[config.mk]
export PLATFORM = sky130hd
export DESIGN_NAME = alu_op_sequencer
export DESIGN_NICKNAME = d
export VERILOG_FILES = /design/src/rtl/mips_lite_pkg.sv /design/src/rtl/alu_op_sequencer_decode.sv /design/src/rtl/alu_op_sequencer.sv
export SDC_FILE = /design/constraint.sdc
export NUM_CORES = 1
export LEC_CHECK = 0
export BUFFER_PORTS_ARGS = -buffer_cell sky130_fd_sc_hd__buf_2
export CAP_MARGIN = 20
export CORE_MARGIN = 5
export CORE_UTILIZATION = 50
export CTS_BUF_LIST = sky130_fd_sc_hd__clkbuf_16
export DETAILED_ROUTE_END_ITERATION = 8
export PLACE_DENSITY = 0.88
export SETUP_SLACK_MARGIN = 0.1
export SYNTH_ARGS = -nofsm -noshare
export SYNTH_HDL_FRONTEND = slang
export SYNTH_SLANG_ARGS = --single-unit
[constraint.sdc]
create_clock -name clk -period 2.61 [get_ports clk]
set_input_delay 0.261 -clock clk [delete_from_list [all_inputs] [get_ports clk]]
set_output_delay 0.261 -clock clk [all_outputs]
set_load 0.005 [all_outputs]
[src/rtl/mips_lite_pkg.sv]
// Shared encodings for the MIPS-lite control path: opcodes, functs,
// ALU control codes, sequencer states and instruction classes.
package mips_lite_pkg;

    localparam logic [5:0] OP_RTYPE  = 6'b000000;
    localparam logic [5:0] OP_NORI   = 6'b010011;
    localparam logic [5:0] OP_LW     = 6'b100011;
    localparam logic [5:0] OP_SW     = 6'b101011;
    localparam logic [5:0] OP_BEQ    = 6'b000100;
    localparam logic [5:0] OP_BLEZAL = 6'b011110;

    localparam logic [5:0] FN_ADD   = 6'b100000;
    localparam logic [5:0] FN_SUB   = 6'b100010;
    localparam logic [5:0] FN_AND   = 6'b100100;
    localparam logic [5:0] FN_OR    = 6'b100101;
    localparam logic [5:0] FN_SLT   = 6'b101010;
    localparam logic [5:0] FN_JMXOR = 6'b100110;

    localparam logic [3:0] ALU_AND = 4'b0000;
    localparam logic [3:0] ALU_OR  = 4'b0001;
    localparam logic [3:0] ALU_ADD = 4'b0010;
    localparam logic [3:0] ALU_SUB = 4'b0110;
    localparam logic [3:0] ALU_SLT = 4'b0111;
    localparam logic [3:0] ALU_BRV = 4'b1000;
    localparam logic [3:0] ALU_XOR = 4'b1001;
    localparam logic [3:0] ALU_NOR = 4'b1010;

    typedef enum logic [2:0] {
        ST_IDLE   = 3'd0,
        ST_DECODE = 3'd1,
        ST_EXEC   = 3'd2,
        ST_MEM    = 3'd3,
        ST_WB     = 3'd4
    } state_e;

    typedef enum logic [2:0] {
        CLS_RTYPE   = 3'd0,
        CLS_NORI    = 3'd1,
        CLS_LOAD    = 3'd2,
        CLS_STORE   = 3'd3,
        CLS_BEQ     = 3'd4,
        CLS_BLEZAL  = 3'd5,
        CLS_ILLEGAL = 3'd6
    } instr_class_e;

    function automatic logic is_mem_class(input instr_class_e cls);
        return (cls == CLS_LOAD) || (cls == CLS_STORE);
    endfunction

endpackage

[src/rtl/alu_op_sequencer_decode.sv]
// Combinational opcode/funct decoder shared by the multicycle sequencer
// and the single-cycle path.
module alu_ctrl_decode
    import mips_lite_pkg::*;
(
    input  logic [5:0]   opcode,
    input  logic [5:0]   funct,
    output logic [3:0]   alu_ctrl,
    output instr_class_e cls,
    output logic         alusrc,
    output logic         regdst
);

    // Table lookup; anything not listed falls through as illegal.
    always_comb begin
        alu_ctrl = ALU_ADD;
        cls      = CLS_ILLEGAL;
        alusrc   = 1'b0;
        regdst   = 1'b0;
        case (opcode)
            OP_RTYPE: begin
                case (funct)
                    FN_ADD:   begin alu_ctrl = ALU_ADD; cls = CLS_RTYPE; regdst = 1'b1; end
                    FN_SUB:   begin alu_ctrl = ALU_SUB; cls = CLS_RTYPE; regdst = 1'b1; end
                    FN_AND:   begin alu_ctrl = ALU_AND; cls = CLS_RTYPE; regdst = 1'b1; end
                    FN_OR:    begin alu_ctrl = ALU_OR;  cls = CLS_RTYPE; regdst = 1'b1; end
                    FN_SLT:   begin alu_ctrl = ALU_SLT; cls = CLS_RTYPE; regdst = 1'b1; end
                    FN_JMXOR: begin alu_ctrl = ALU_XOR; cls = CLS_RTYPE; regdst = 1'b1; end
                    default:  begin cls = CLS_ILLEGAL; end
                endcase
            end
            OP_NORI:   begin alu_ctrl = ALU_NOR; cls = CLS_NORI;   alusrc = 1'b1; end
            OP_LW:     begin alu_ctrl = ALU_ADD; cls = CLS_LOAD;   alusrc = 1'b1; end
            OP_SW:     begin alu_ctrl = ALU_ADD; cls = CLS_STORE;  alusrc = 1'b1; end
            OP_BEQ:    begin alu_ctrl = ALU_SUB; cls = CLS_BEQ;    end
            OP_BLEZAL: begin alu_ctrl = ALU_BRV; cls = CLS_BLEZAL; end
            default:   begin cls = CLS_ILLEGAL; end
        endcase
    end

endmodule

[src/rtl/alu_op_sequencer.sv]
// Multicycle MIPS-lite control sequencer: accepts one instruction, walks
// DECODE/EXEC/MEM/WB and drives registered ALU control and commit strobes.
module alu_op_sequencer
    import mips_lite_pkg::*;
(
    input  logic        clk,
    input  logic        rst_n,
    input  logic [31:0] instr,
    input  logic        instr_valid,
    output logic        instr_ready,
    input  logic        alu_zout,
    input  logic        alu_sum_msb,
    output logic [3:0]  alu_ctrl,
    output logic        alusrc,
    output logic        regdst,
    output logic        regwrite,
    output logic        link,
    output logic        memread,
    output logic        memwrite,
    output logic        memtoreg,
    output logic        pcsrc,
    output logic        illegal,
    output logic        busy
);

    state_e       state_q, state_d;
    instr_class_e cls_q, cls_d, dec_cls_s;
    logic [5:0]   op_q, op_d, fn_q, fn_d, dec_op_s, dec_fn_s;
    logic [3:0]   alu_ctrl_q, alu_ctrl_d, dec_alu_s;
    logic         alusrc_q, alusrc_d, regdst_q, regdst_d, dec_alusrc_s, dec_regdst_s;
    logic         regwrite_q, regwrite_d, link_q, link_d, memread_q, memread_d;
    logic         memwrite_q, memwrite_d, memtoreg_q, memtoreg_d;
    logic         pcsrc_q, pcsrc_d, illegal_q, illegal_d;
    logic         taken_s;
    logic         unused_instr_s;

    // In IDLE the raw word is decoded so an illegal pulse can line up with DECODE.
    assign dec_op_s       = (state_q == ST_IDLE) ? instr[31:26] : op_q;
    assign dec_fn_s       = (state_q == ST_IDLE) ? instr[5:0]   : fn_q;
    assign unused_instr_s = ^instr[25:6];
    assign taken_s        = (cls_q == CLS_BEQ) ? alu_zout : (alu_zout | alu_sum_msb);

    alu_ctrl_decode u_decode (
        .opcode   (dec_op_s),
        .funct    (dec_fn_s),
        .alu_ctrl (dec_alu_s),
        .cls      (dec_cls_s),
        .alusrc   (dec_alusrc_s),
        .regdst   (dec_regdst_s)
    );

    // Next-state, instruction latch and next values of all registered outputs.
    always_comb begin
        state_d    = state_q;
        op_d       = op_q;
        fn_d       = fn_q;
        cls_d      = cls_q;
        alu_ctrl_d = ALU_ADD;
        alusrc_d   = 1'b0;
        regdst_d   = regdst_q;
        regwrite_d = 1'b0;
        link_d     = 1'b0;
        memread_d  = 1'b0;
        memwrite_d = 1'b0;
        memtoreg_d = 1'b0;
        pcsrc_d    = 1'b0;
        illegal_d  = 1'b0;
        case (state_q)
            ST_IDLE: begin
                regdst_d = 1'b0;
                if (instr_valid) begin
                    op_d      = instr[31:26];
                    fn_d      = instr[5:0];
                    state_d   = ST_DECODE;
                    illegal_d = (dec_cls_s == CLS_ILLEGAL);
                end else begin
                    state_d = ST_IDLE;
                end
            end
            ST_DECODE: begin
                if (dec_cls_s == CLS_ILLEGAL) begin
                    state_d = ST_IDLE;
                end else begin
                    state_d    = ST_EXEC;
                    cls_d      = dec_cls_s;
                    alu_ctrl_d = dec_alu_s;
                    alusrc_d   = dec_alusrc_s;
                    regdst_d   = dec_regdst_s;
                end
            end
            ST_EXEC: begin
                // Flags are consumed on this edge; branch outcome goes straight into the strobes.
                if (is_mem_class(cls_q)) begin
                    state_d    = ST_MEM;
                    alu_ctrl_d = alu_ctrl_q;
                    alusrc_d   = alusrc_q;
                end else begin
                    state_d = ST_WB;
                end
                case (cls_q)
                    CLS_LOAD:            memread_d  = 1'b1;
                    CLS_STORE:           memwrite_d = 1'b1;
                    CLS_RTYPE, CLS_NORI: regwrite_d = 1'b1;
                    CLS_BEQ:             pcsrc_d    = taken_s;
                    CLS_BLEZAL: begin
                        pcsrc_d    = taken_s;
                        link_d     = taken_s;
                        regwrite_d = taken_s;
                    end
                    default:             state_d    = ST_IDLE;
                endcase
            end
            ST_MEM: begin
                if (cls_q == CLS_LOAD) begin
                    state_d    = ST_WB;
                    regwrite_d = 1'b1;
                    memtoreg_d = 1'b1;
                end else begin
                    state_d = ST_IDLE;
                end
            end
            ST_WB: begin
                state_d  = ST_IDLE;
                regdst_d = 1'b0;
            end
            default: begin
                state_d  = ST_IDLE;
                regdst_d = 1'b0;
            end
        endcase
    end

    // State, instruction fields and output registers.
    always_ff @(posedge clk or negedge rst_n) begin
        if (!rst_n) begin
            state_q    <= ST_IDLE;
            op_q       <= 6'd0;
            fn_q       <= 6'd0;
            cls_q      <= CLS_ILLEGAL;
            alu_ctrl_q <= ALU_ADD;
            alusrc_q   <= 1'b0;
            regdst_q   <= 1'b0;
            regwrite_q <= 1'b0;
            link_q     <= 1'b0;
            memread_q  <= 1'b0;
            memwrite_q <= 1'b0;
            memtoreg_q <= 1'b0;
            pcsrc_q    <= 1'b0;
            illegal_q  <= 1'b0;
        end else begin
            state_q    <= state_d;
            op_q       <= op_d;
            fn_q       <= fn_d;
            cls_q      <= cls_d;
            alu_ctrl_q <= alu_ctrl_d;
            alusrc_q   <= alusrc_d;
            regdst_q   <= regdst_d;
            regwrite_q <= regwrite_d;
            link_q     <= link_d;
            memread_q  <= memread_d;
            memwrite_q <= memwrite_d;
            memtoreg_q <= memtoreg_d;
            pcsrc_q    <= pcsrc_d;
            illegal_q  <= illegal_d;
        end
    end

    assign instr_ready = (state_q == ST_IDLE);
    assign busy        = (state_q != ST_IDLE);
    assign alu_ctrl    = alu_ctrl_q;
    assign alusrc      = alusrc_q;
    assign regdst      = regdst_q;
    assign regwrite    = regwrite_q;
    assign link        = link_q;
    assign memread     = memread_q;
    assign memwrite    = memwrite_q;
    assign memtoreg    = memtoreg_q;
    assign pcsrc       = pcsrc_q;
    assign illegal     = illegal_q;

endmodule

==> run summary, run 1 <==
In this run, the number of DRC markers left after iteration 0 of detailed routing was 79. The run finished with clean final reports. STA classifies the critical path startpoint as a register. The number of buffers created by CTS came out at 5. In this run, synthesis produced a sequential element count of 31. The share of synthesized cell area in and, or, nand and nor gates is a little over a quarter. The top-area cell type share of the netlist area is 39.24%. The combinational power share came out at 28.3%.

In the synthesized netlist the async set-or-reset flop fraction comes to 100.0%. The worst path arrival time came out at 2.41 ns. Adding up every negative setup slack in the final design gives 0 ns.

The reg-to-reg startpoint is state_q[1]. The CTS tree is built. The synthesized netlist devotes less than 1% of its cell area to XOR and XNOR gates.

Ranked by total cell area, the synthesized netlist is headed by dfrtp_1 (39%), mux2_2 (5.7%), dfstp_2 (4.4%). The signal on the critical path passes through or3_4 -> and2_2 -> a32o_1 -> nand3b_1 -> o21ai_2 -> mux2_4. The per-cell routed wire length is 15.33 um. STA classifies the critical path endpoint as a register. After floorplanning, the core was sized to cover 3390 um2.

The power density of the placed cells is 885.9 nW/um2. Post-CTS timing repair inserted 0 buffers for setup. The achievable clock frequency is between 400 and 500 MHz.

The share of power burned in the clock network came out at about a third. The area of all placed cells without fillers came out at between 2000 and 2500 um2. The net switching power came out at 617.8 uW. The H-tree was split into 2 levels.

The number of synthesized flops with an enable pin came out at 0. No sink is reached through more buffers than the 2 on the longest clock path. The initial antenna violation count came out at 0.

Synthesis produced a netlist whose cell count is 173. By startpoint and endpoint, the worst setup path is classified as reg2reg. The die area came out at 4866 um2. The quantity of gates resized following cts came out at 0. Of the total synthesized cell area, the portion taken by full adders, half adders and majority gates is 0%. The most critical setup path has its startpoint at state_q[1]. Setup repair after global routing left no endpoint under its margin. The number of port buffers came out at 31. The biggest area contributor in the post-synthesis netlist is dfrtp_1. CTS placed an instance of clkbuf_16 at the clock tree root. At the pin with the least slew margin, the transition time is ~0.67 ns.

The final wirelength came out at around 4000 um. When the netlist entered floorplanning its net count stood at between 200 and 250. The via count of the routed design came out at 1532. The number of hold violations in the final report is 0. In this run the register-to-register setup slack is 0.36 ns. The worst flop-to-flop path endpoint is cls_q[0]. Leaving out fill and tap cells, the most frequent cells in the layout are buf_2 (31), dfrtp_1 (28), nand2_1 (12), nor2_1 (12), o21ai_0 (11). The worst endpoint required time came out at about 2.8 ns.

The final weighted congestion of routability-driven global placement is around 0.95. Buffers inserted to repair hold after CTS numbered 0. The internal portion of total power came out at ~1.3 mW. Measured in cells, the most critical reg-to-reg path has a length of 6. The min-delay analysis places its worst path in the category in2async.

In this run switching power makes up 31.85% of total power. The final period demand of the worst path came out at about 2.2 ns. Multiplexer cells account for under 10% of the synthesized area.

The global-route wire length before repair is around 7000 um. The count of nets left with antenna violations once routing finished came out at 0. The clock transition at the registers of the reported paths came out at 0.05 ns.

Of the available clock period, the critical path in the final layout requires 86.18%. The number of library cell types mapped by synthesis is 57. The post-route netlist has approximately a third of its cells at a drive strength greater than 1.

The cell row count came out at 21. The standby leakage power came out at 0.9999 nW. The layout has 274 filler cells. The largest individual stage delay along the critical path comes from the cell or3_4. The largest net degree at the start of global routing came out at 32.

The multi-input combinational cell area came out at ~960 um2. Relative to the synthesized area, the layout overhead comes to 22.63%. The repair_antennas step left the layout with diodes totalling 0. The total global routing track utilization came out at a little under a fifth. For this run, the register share of the synthesized area comes to 43.66%. Setup violations remaining at the end of the flow were counted as 0.

After detailed placement, the total cell area comes to ~2000 um2. The fraction of the mapped netlist area in compound gates is 17.45%. From bottom edge to top edge, the die measures 69.76 um. The sequential group share of total power came out at around two fifths. By area, the combinational part of the netlist is dominated by simple AND/OR/NAND/NOR gates. At the later pin of the worst-skew pair, clock insertion delay measures approximately 0.28 ns. The horizontal die dimension is about 70 um.

The worst slew margin relative to its limit came out at 55.42%. The half-perimeter wire length after placement is 2926 um. The worst-case clock skew is 0.002876 ns. The synthesized area divided by synthesized cell count came out at 10.32 um2. Leaving out fill and tap cells, the most frequent cell in the layout is buf_2.

The cell area that synthesis handed to floorplanning was between 1500 and 2000 um2. The total congestion overflow came out at 0. The number of design rule violations left after detail routing is 0. Once the floorplan was initialized, standard cells occupied ~53% of the core. The predominant post-synthesis flop cell is dfrtp_1. The number of warnings printed during yosys synthesis came out at 0. The number of global-route vias before repair came out at between 1500 and 2000.

At the end of the flow, the number of nets in the layout was around 250. In this run the worst path has a maximum fanout of 9. The worst hold slack came out at between 0.015 and 0.02 ns.

The number of maximum-capacitance violations came out at 0. The final-report max-slew violation count was 0. The area taken by flip-flops and latches is a little under 800 um2. The number of iterations in the first detailed-routing pass came out at 4.

On the worst path, the slowest cell contributes a delay of ~0.50 ns. The worst vdd rail ir drop is around 0.00074 V. The I/O pin total came out at 52. The timing endpoint of the critical path is cls_q[0]. The via count normalized by instance count is slightly below 6.

For this design, the sink count on the clock tree is 31.
==> worst min path at each step <==
stage               startpoint           to  slack [ns]  cells past startpoint
detailed placement       rst_n         link        0.33                      1
finish                   rst_n         link        0.02                      1
global route             rst_n         link        0.09                      1
floorplan                rst_n  alu_ctrl[0]       -0.03                      0
global placement         rst_n         link        0.33                      1
CTS                      rst_n   state_q[1]        0.04                      1
==> power groups by stage <==
stage,combinational (mW),sequential [mW],clock [mW]
after floorplan,0.415,0.715,0
after global placement,0.526,0.744,0
after detailed placement,0.538,0.751,0
after CTS,0.544,0.746,0.653
after global routing,0.608,0.771,0.680
final,0.549,0.749,0.641
==> registers in the layout (all words and copies together), names as in the netlist <==
signal    cells
pcsrc         1
illegal       1
fn_q          6
alu_ctrl      4
link          1
regwrite      1
cls_q         3
memread       1
state_q       3
regdst        1
memtoreg      1
op_q          6
memwrite      1
alusrc        1
==> worst max-delay path: cells and delay by family, from the launching register on <==
kind / cells / cell delay, ns
AOI/OAI and AO/OA: 2 / 0.48
DFF: 1 / 0.43
muxes: 1 / 0.32
and+or+nand+nor: 3 / 0.90
==> synth_stat cells (3+ instances only) <==
library cell   n
dfstp_2        3
nor2b_1        3
a21oi_1        6
dfrtp_1       28
nand3b_1       3
nor3_1         6
or3_1          5
mux2i_1        3
nand2_1       12
nor3b_1        4
and2_1         3
mux2_2         9
o211ai_1       3
and3_1         3
nor2_1        12
nand4_1        3
o21ai_0       11
inv_1          4
==> per-layer routing <==
metal  global-route usage, %  share of wire, %  vias to the layer above  wire length, um
li1                        -                 -                      740                -
met1                   21.93                44                      719             1749
met2                   27.75                46                       53             1826
met3                   6.957               6.4                       20              255
met4                   10.85               4.3                        0              170
met5                       0                 0                        -                0
==> cell type report <==
| cell class | instances | area share [%] |
|---|---|---|
| Tap cell | 46 | 2.629 |
| Timing Repair Buffer | 38 | 9.486 |
| Sequential cell | 31 | 35.60 |
| Inverter | 5 | 0.9714 |
| Multi-Input combinational cell | 133 | 43.83 |
| Clock inverter | 3 | 1.771 |
| Clock buffer | 5 | 5.714 |
==> per-stage QoR <==
step                      total power, mW  instances  util (%)  worst slack [ns]
after floorplan                     1.129        173         -            0.4485
after global placement              1.270        253     59.62            0.1992
after detailed placement            1.289        253     59.62            0.2206
after CTS                           1.943        261     64.45            0.1661
after global routing                2.059        261     64.60            0.2457
final                               1.940        261     64.60            0.3606
==> kinds of logic after synthesis <==
family	count (synthesis)
buffers and inverters	9
xor gates and xnor gates	2
and+or+nand+nor	77
DFF	31
AOI/OAI and AO/OA	41
muxes	13
Note: power is estimated with default switching activity, not from simulation.
==> run 2: changes to the inputs <==
RECOVER_POWER = 100   (was unset)
==> run 2 against run 1 <==
Effect of this change:
- the flow now finishes with violations (max-capacitance violations, max-slew violations)
- combinational power decreased by 5.5%
- register-to-register slack got worse by 0.098 ns
- non-clock buffer count unchanged
- clock power about the same
- critical path type unchanged
- highest routed layer unchanged
==> run summary, run 2 (synthesis results as in run 1) <==
The run finished, with violations left. The checks that failed: max-capacitance violations, max-slew violations. The global-route wire length before repair is around 7100 um. The insertion delay of the later-clocked pin in the worst-skew pair came out at 0.28 ns. After detailed placement, the design holds a cell count of roughly 250. The area of the core region came out at 3390 um2. Cell internal power was estimated by the tool at approximately 1.3 mW. The achievable clock frequency came out at 426.0 MHz. The I/O pin total came out at 52. The worst endpoint required time is 2.76 ns. The number of hold violations in the final report is 0. Setup repair after global routing left no endpoint under its margin. The number of maximum-capacitance violations is 1. The share of post-route cells with drive strength above 1 is a little over a quarter. The half-perimeter wire length after placement came out at 2926 um. The sequential group share of total power is 39.2%. Once layout is complete, the cells apart from fillers number 261. The largest buffer count on any clock path came out at 2.

The delay of the slowest cell on the worst path came out at around 0.50 ns. The slack of the worst reg-to-reg path is about 0.26 ns. The number of levels in the clock H-tree is 2. The worst-case clock skew came out at between 0.002 and 0.003 ns. The congestion estimate from routability-driven global placement came to around 0.95.

Entering global routing, the biggest net connects 32 pins. The number of design rule violations left after detail routing is 0. In this run the tool buffered the top-level ports with 31 buffer cells. Walking the worst path, the cells encountered are or3_4 -> inv_4 -> nor3_1 -> a31oi_1 -> clkbuf_1 -> a41oi_1 -> o21ai_2 -> mux2_1. The via count of the routed design is ~1500. The number of global-route vias before repair is between 1500 and 2000.

The destination of the worst hold path is fn_q[5]. In this run the power density over the cells is between 800 and 900 nW/um2. The final wirelength is roughly 4000 um. The final-report max-slew violation count is 32.

For this run, the share of the core covered by cells in the final layout is a little over three fifths. Leaving out fill and tap cells, the most frequent cell in the layout is dfrtp_1. The die area is 4866 um2. The worst setup path is of the reg2reg kind. The standby leakage power is between 0.9 and 1 nW. The post-detailed-route count of antenna-violating nets is 0. The cell row count came out at 21. The worst hold path belongs to the class in2reg. The horizontal die dimension came out at 69.76 um. Leaving out fill and tap cells, the most frequent cells in the layout are dfrtp_1 (28), buf_2 (22), clkbuf_1 (13).

At the pin with the least slew margin, the transition time is approximately 1.6 ns. The final period demand of the worst path is between 2 and 2.5 ns. TritonCTS built the clock tree. In this run the critical register-to-register path is captured at cls_q[0]. STA classifies the critical path endpoint as a register. The combinational power share is between 20% and 30%.

The clock transition at the registers of the reported paths came out at 0.05 ns. The count of cells along the worst register-to-register path came out at 8. The launch instance of the worst min-delay path is instr[5].

The number of iterations in the first detailed-routing pass came out at 4. In this run the clock root is driven by a clkbuf_16. The worst slew margin relative to its limit came out at -6.320%. The slowest cell on the critical path is or3_4. The cell count of the worst hold path came out at 2. Net switching is about a third of the power. The worst vdd rail ir drop came out at between 0.0007 and 0.0008 V. The iteration-0 DRC count of the detailed router is 85.

The quantity of gates resized following cts is 0. The number of diodes added for antenna fixing came out at 0. The number of clock sinks is 31. STA classifies the critical path startpoint as a register. Adding up every negative setup slack in the final design gives 0 ns. The total overflow left after global routing is 0. The post-cts hold buffer count came out at 0.

The share of power burned in the clock network is 33.6%. The via count normalized by instance count is slightly below 6. The number of buffers created by CTS came out at 5. After detailed routing, the average wire length per cell comes to about 15 um.

The worst register-to-register path begins at state_q[1]. The area added between synthesis and finish is 19.90%. The net switching power is around 610 uW. The number of setup buffers added after CTS came out at 0. Global routing used between 10% and 20% of the available tracks. Setup violations remaining at the end of the flow were counted as 0. Along the worst path, the maximum fanout reaches 15. The initial antenna violation count is 0. The part of the cycle the worst path needs is between 80 and 90%.

The die height is 69.76 um. Data on the critical path arrives at its endpoint at about 2.5 ns. The completed layout was analyzed and its total power is 1.911 mW. The effective utilization at floorplan came out at around 53%.

The number of nets in the layout is about 250.
==> run 2: cell count changes in the layout (fill, tap and decap cells not counted), moves of 2 or more <==
cell      previous run  this run
and2_1               3         1
buf_4                7         2
and2_0               0         2
clkbuf_1             0        13
buf_2               31        22
==> run 2: worst max-delay path: cells and delay by family (launching register included) <==
| family | cells | cell delay (ns) |
|---|---|---|
| buffers and inverters | 2 | 0.36 |
| DFF | 1 | 0.42 |
| muxes | 1 | 0.35 |
| AOI/OAI and AO/OA | 3 | 0.51 |
| and+or+nand+nor | 2 | 0.58 |
==> run 2: layout make-up <==
cell class / instances / area, um2
Multi-Input combinational cell: 133 / 937.1
Inverter: 5 / 21.27
Tap cell: 46 / 57.56
Sequential cell: 31 / 779.5
Clock buffer: 5 / 125.1
Clock inverter: 3 / 38.79
Timing Repair Buffer: 38 / 181.4
Fill cell: 288 / 1249
==> run 2: how the worst max path moves through the flow <==
stage | start | end | slack, ns | cells past startpoint
6_report | state_q[1] | cls_q[0] | 0.26 | 8
5_1_grt | state_q[1] | cls_q[0] | 0.18 | 8
4_1_cts | state_q[2] | cls_q[0] | 0.17 | 7
3_5_place_dp | state_q[1] | cls_q[0] | 0.22 | 6
3_3_place_gp | state_q[1] | cls_q[0] | 0.20 | 6
2_1_floorplan | state_q[0] | cls_q[0] | 0.45 | 7
==> run 2: power by group through the flow <==
stage | Combinational [mW] | Clock (mW) | Sequential (mW)
final | 0.519 | 0.642 | 0.749
after global routing | 0.579 | 0.680 | 0.771
after CTS | 0.544 | 0.653 | 0.746
after detailed placement | 0.538 | 0 | 0.751
after global placement | 0.526 | 0 | 0.744
after floorplan | 0.415 | 0 | 0.715
==> run 2: layer usage <==
layer	global-route usage [%]	wire, um	part of all wire [%]	up-vias
li1	-	-	-	741
met1	21.93	1765	44	719
met2	27.75	1841	46	56
met3	6.957	293	7.3	16
met4	10.85	120	3.0	0
met5	0	0	0	-
==> run 2: per-stage QoR <==
step	setup slack [ns]	hold WS (ns)	instance area, um2
floorplan	0.4485	-0.03459	1785
global placement	0.1992	0.3294	2021
detailed placement	0.2206	0.3342	2021
CTS	0.1661	0.04070	2185
global route	0.1777	0.2716	2141
finish	0.2623	0.2558	2141
